===== src/rtl/hd_pkg.sv =====
// Shared constants and types for the Hamming-decoder request scheduler.
package hd_pkg;

    localparam int CW_W  = 7;
    localparam int OUT_W = 6;

    typedef enum logic [1:0] {
        ST_IDLE  = 2'd0,
        ST_DRIVE = 2'd1,
        ST_HOLD  = 2'd2
    } state_e;

    typedef logic req_id_t;

endpackage


===== src/rtl/hd_rr_arbiter.sv =====
// Two-way round-robin arbiter: a lone request always wins; a contended
// request goes to the requester that was not granted last.
module hd_rr_arbiter
    import hd_pkg::*;
(
    input  logic [1:0] valid,
    input  req_id_t    last_grant,
    input  logic       enable,
    output logic [1:0] grant
);

    always_comb begin
        grant = '0;
        if (enable) begin
            if (valid == 2'b11) begin
                grant = last_grant ? 2'b01 : 2'b10;
            end else begin
                grant = valid;
            end
        end
    end

endmodule


===== src/rtl/hd_req_scheduler.sv =====
// Shares one combinational Hamming decoder between two requesters:
// accept a pair (round-robin), drive it to the decoder, capture and offer the result.
module hd_req_scheduler #(
    parameter int CW_W  = hd_pkg::CW_W,
    parameter int OUT_W = hd_pkg::OUT_W
) (
    input  logic             clk,
    input  logic             rst,
    input  logic             req0_valid,
    output logic             req0_ready,
    input  logic [CW_W-1:0]  req0_cw1,
    input  logic [CW_W-1:0]  req0_cw2,
    input  logic             req1_valid,
    output logic             req1_ready,
    input  logic [CW_W-1:0]  req1_cw1,
    input  logic [CW_W-1:0]  req1_cw2,
    output logic [CW_W-1:0]  dec_cw1,
    output logic [CW_W-1:0]  dec_cw2,
    input  logic [OUT_W-1:0] dec_out_n,
    output logic             out_valid,
    input  logic             out_ready,
    output logic [OUT_W-1:0] out_data,
    output logic             out_id,
    output logic             busy,
    output logic [7:0]       done_cnt
);

    import hd_pkg::*;

    state_e           state_q, state_d;
    req_id_t          last_grant_q, last_grant_d;
    logic [CW_W-1:0]  dec_cw1_q, dec_cw1_d;
    logic [CW_W-1:0]  dec_cw2_q, dec_cw2_d;
    logic             out_valid_q, out_valid_d;
    logic [OUT_W-1:0] out_data_q, out_data_d;
    req_id_t          out_id_q, out_id_d;
    logic [7:0]       done_cnt_q, done_cnt_d;

    logic [1:0] grant;
    logic       arb_en;

    // Readies are held low while reset is asserted, even if a requester is valid.
    assign arb_en = (state_q == ST_IDLE) && !rst;

    hd_rr_arbiter u_arb (
        .valid      ({req1_valid, req0_valid}),
        .last_grant (last_grant_q),
        .enable     (arb_en),
        .grant      (grant)
    );

    assign req0_ready = grant[0];
    assign req1_ready = grant[1];

    always_comb begin
        state_d      = state_q;
        last_grant_d = last_grant_q;
        dec_cw1_d    = dec_cw1_q;
        dec_cw2_d    = dec_cw2_q;
        out_valid_d  = out_valid_q;
        out_data_d   = out_data_q;
        out_id_d     = out_id_q;
        done_cnt_d   = done_cnt_q;

        unique case (state_q)
            ST_IDLE: begin
                if (grant != 2'b00) begin
                    last_grant_d = grant[1];
                    dec_cw1_d    = grant[1] ? req1_cw1 : req0_cw1;
                    dec_cw2_d    = grant[1] ? req1_cw2 : req0_cw2;
                    state_d      = ST_DRIVE;
                end
            end
            ST_DRIVE: begin
                // last_grant_q doubles as the owner id of the in-flight pair.
                out_data_d  = dec_out_n;
                out_id_d    = last_grant_q;
                out_valid_d = 1'b1;
                state_d     = ST_HOLD;
            end
            ST_HOLD: begin
                if (out_ready) begin
                    out_valid_d = 1'b0;
                    done_cnt_d  = done_cnt_q + 8'd1;
                    state_d     = ST_IDLE;
                end
            end
            default: state_d = ST_IDLE;
        endcase
    end

    always_ff @(posedge clk or posedge rst) begin
        if (rst) begin
            state_q      <= ST_IDLE;
            last_grant_q <= 1'b1;
            dec_cw1_q    <= '0;
            dec_cw2_q    <= '0;
            out_valid_q  <= 1'b0;
            out_data_q   <= '0;
            out_id_q     <= 1'b0;
            done_cnt_q   <= '0;
        end else begin
            state_q      <= state_d;
            last_grant_q <= last_grant_d;
            dec_cw1_q    <= dec_cw1_d;
            dec_cw2_q    <= dec_cw2_d;
            out_valid_q  <= out_valid_d;
            out_data_q   <= out_data_d;
            out_id_q     <= out_id_d;
            done_cnt_q   <= done_cnt_d;
        end
    end

    assign dec_cw1   = dec_cw1_q;
    assign dec_cw2   = dec_cw2_q;
    assign out_valid = out_valid_q;
    assign out_data  = out_data_q;
    assign out_id    = out_id_q;
    assign done_cnt  = done_cnt_q;
    assign busy      = (state_q != ST_IDLE);

endmodule


===== config.mk =====
export PLATFORM = sky130hd
export DESIGN_NAME = hd_req_scheduler
export DESIGN_NICKNAME = d
export VERILOG_FILES = /design/src/rtl/hd_pkg.sv /design/src/rtl/hd_rr_arbiter.sv /design/src/rtl/hd_req_scheduler.sv
export SDC_FILE = /design/constraint.sdc
export NUM_CORES = 1
export LEC_CHECK = 0
export ABC_AREA = 1
export CORE_MARGIN = 5
export CORE_UTILIZATION = 45
export DETAILED_ROUTE_END_ITERATION = 16
export GPL_TIMING_DRIVEN = 0
export PLACE_DENSITY_LB_ADDON = 0.15
export SYNTH_ARGS = -nofsm -noshare
export SYNTH_HDL_FRONTEND = slang
export SYNTH_SLANG_ARGS = --single-unit

===== constraint.sdc =====
create_clock -name clk -period 2.1 [get_ports clk]
set_clock_uncertainty 0.05 [all_clocks]
set_input_delay 0.42 -clock clk [delete_from_list [all_inputs] [get_ports clk]]
set_output_delay 0.42 -clock clk [all_outputs]
set_load 0.005 [all_outputs]

==> results.tsv <==
metric	value	unit
yosys_most_used_dff	sky130_fd_sc_hd__dfrtp_1	
power.leakage	1.37	nW
post-synth-top-area-cell	sky130_fd_sc_hd__dfrtp_1	
share_seq_of_total_power	0.377	
route.detailed.drc	0	
synth_enable_flop_cells	0	
worst_slew_pin_slew	0.569	ns
relSlewSlack	0.619	
syn-instance-count	223	
num_antenna_cells	0	
rows	22	
yosys.area.top_type_share	0.482	
post_synth.cell_area_avg	7.45	sq um
route.layer.met1.wl	1640	um
clkSlewWorstSetupHoldPaths	0.07	ns
grt_overflow_total	0	
arrival_time_at_the_worst_endpoint	1.44	ns
insertion_delay	0.28	ns
finalSetupViolations	0	
area_delta_synth_final	57.3	%
max_cap_violations	0	
synth.area.top_cells	sky130_fd_sc_hd__dfrtp_1, sky130_fd_sc_hd__nand2_1, sky130_fd_sc_hd__nand3_1	
worstSetupStartpointType	flip-flop	
die_area	5000	sq um
num-nets-final	346	
cts_htree_levels	2	
fraction_of_final_layout_cells_with_drive_strength_greater_than_1	0.111	
cts-buffers-inserted	5	
start_util	0.460	
grt_first_pass_wirelength	6840	um
cts_root_buf	sky130_fd_sc_hd__clkbuf_8	
total_of_buffers_placed_on_input_and_output_ports	71	
vias	1632	
pwr-share-clk	0.172	
stdcell_count	355	
synth.distinct_cells	20	
drt-wirelength-per-cell	11.3	um
slew_violations	0	
place_inst	342	
asyncSetResetFlopFracSynth	1.00	
finalCritPeriodShare	0.908	
cts_tree	built	
core_area	3610	sq um
synth-seq-area-share	0.498	
antenna_found_initial	0	
cp.required	1.63	ns
intPower	1.97	mW
drt.antenna.violating_nets	0	
gp_routability_congestion	0.807	
fill_cells	289	
fin_util	0.724	
worst_setup_path_end_kind	output port	
initialDrtViolationCount	102	
met3_length	368	um
critical_path_peak_fanout	4	
grt_max_degree	18	
number_of_global_route_vias_before_repair	1559	
final_min_period	1.91	ns
hold_class	in2async	
peakVddDrop	542	uV
globalRouteTotalUtil	0.171	
die_width	70.7	um
postSynthNetCount	263	
kind_of_critical_path	reg2out	
cts_sinks	33	
grt_setup_unrepaired	no	
power_switching_share	0.339	
drt_pre_antenna_iters	6	
hold_viol_final	0	
die_h	70.7	um
via_per_inst	4.60	
power_density	1140	nW/um^2
routed_wl	4020	um
synthesis.area	1660	sq um
post_cts_hold_buffer_count	0	
pwr-share-comb	0.452	
route.top_layer_used	met4	
synth_common_cells	sky130_fd_sc_hd__nand2_1, sky130_fd_sc_hd__nand3_1, sky130_fd_sc_hd__inv_1	
clock_tree.buffer_depth	2	
pin_count	72	
run_status	finished, final reports clean	
switching_power	1.01	mW
detailed_placement_hpwl	2950	um
synth-seq-cells	33	
synth_most_common_cell	sky130_fd_sc_hd__nand2_1	
synth-warning-count	0	
max_freq	525	MHz
met2RoutedLength	1970	um
-- power by group through the flow --
stage / logic, mW / clock network [mW] / registers (mW)
after floorplan: 0.545 / 0 / 1.13
after global placement: 1.28 / 0 / 1.12
after detailed placement: 1.31 / 0 / 1.13
after CTS: 1.37 / 0.529 / 1.12
after global routing: 1.50 / 0.554 / 1.16
final: 1.35 / 0.513 / 1.13
-- path summary, 6_finish.rpt --
check                             from           end  slack (ns)  cells after the start
setup / recovery            state_q[1]    req0_ready        0.19                      5
hold / removal                     rst    dec_cw1[1]        0.17                      2
setup reg to reg            state_q[1]        out_id        0.59                      5
hold reg to reg            out_data[0]   out_data[0]        0.42                      2
max in group asynchronous          rst  last_grant_q        1.33                      3
min in group clk           out_data[0]   out_data[0]        0.42                      2
-- what timing repair did --
item                       4_1_cts  5_1_grt
buffers inserted                 5        0
setup endpoints to repair       12        1
gates resized for setup         13        1
gates cloned                     1        0
pin swaps                        3        1
-- cell families after synthesis --
logic type                 synth area share
AOI/OAI and AO/OA                    0.0234
xor gates and xnor gates             0.0211
adders and majority gates           0.00753
buffers and inverters                 0.111
DFF                                   0.498
and+or+nand+nor                       0.339
-- sequential cells by signal, indices dropped and copies added, names as in the netlist --
register and count:
done_cnt 8, dec_cw1 7, dec_cw2 7, out_data 6
state_q 2, last_grant_q 1, out_id 1, out_valid 1
-- layout make-up --
type / instances / area, sq um / share of cell area
multi-input combinational: 144 / 664 / 0.254
sequential: 33 / 827 / 0.317
inverter: 41 / 180 / 0.0690
tap: 48 / 60.1 / 0.0230
timing repair buffer: 76 / 748 / 0.286
buffer: 4 / 22.5 / 0.00862
clock inverter: 1 / 5.00 / 0.00192
clock buffer: 7 / 96.3 / 0.0369
timing repair inverter: 1 / 8.76 / 0.00335
-- through the flow --
stage / setup TNS [ns] / hold slack [ns] / setup WS (ns) / cell area, sq um / power, mW
after floorplan: 0 / 0.317 / 0.451 / 1660 / 1.67
after global placement: -5.63 / 0.404 / -0.762 / 2430 / 2.41
after detailed placement: -6.41 / 0.410 / -0.778 / 2430 / 2.44
after CTS: 0 / 0.176 / 0.0255 / 2610 / 3.03
after global routing: 0 / 0.183 / 0.114 / 2610 / 3.22
final: 0 / 0.170 / 0.193 / 2610 / 2.99
-- routing by layer --
layer	up-vias	track usage
met2	53	0.292
li1	841	-
met4	0	0.0752
met3	5	0.0639
met5	-	0
met1	733	0.190
-- critical path, stage by stage, from the launching register on --
cell                            delay [ns]
sky130_fd_sc_hd__dfrtp_1              0.40
sky130_fd_sc_hd__buf_4                0.16
sky130_fd_sc_hd__nor2_1               0.12
sky130_fd_sc_hd__nand3_1              0.12
sky130_fd_sc_hd__a21oi_1              0.12
sky130_fd_sc_hd__dlygate4sd2_1        0.25
-- placed cells by master (no fill, tap or decap), types with 2 or more instances in the layout --
cell type                         instances
sky130_fd_sc_hd__xnor2_1                  2
sky130_fd_sc_hd__nand2_2                  2
sky130_fd_sc_hd__nand3_1                 34
sky130_fd_sc_hd__clkdlybuf4s50_1         66
sky130_fd_sc_hd__nor2_1                   6
sky130_fd_sc_hd__dfrtp_1                 32
sky130_fd_sc_hd__buf_4                    6
sky130_fd_sc_hd__clkbuf_8                 7
sky130_fd_sc_hd__nand2_1                 85
sky130_fd_sc_hd__buf_2                    3
sky130_fd_sc_hd__inv_2                    7
sky130_fd_sc_hd__o21ai_1                  5
sky130_fd_sc_hd__dlygate4sd2_1            3
sky130_fd_sc_hd__xor2_1                   2
sky130_fd_sc_hd__inv_1                   33
(Power assumes the default switching activity.)
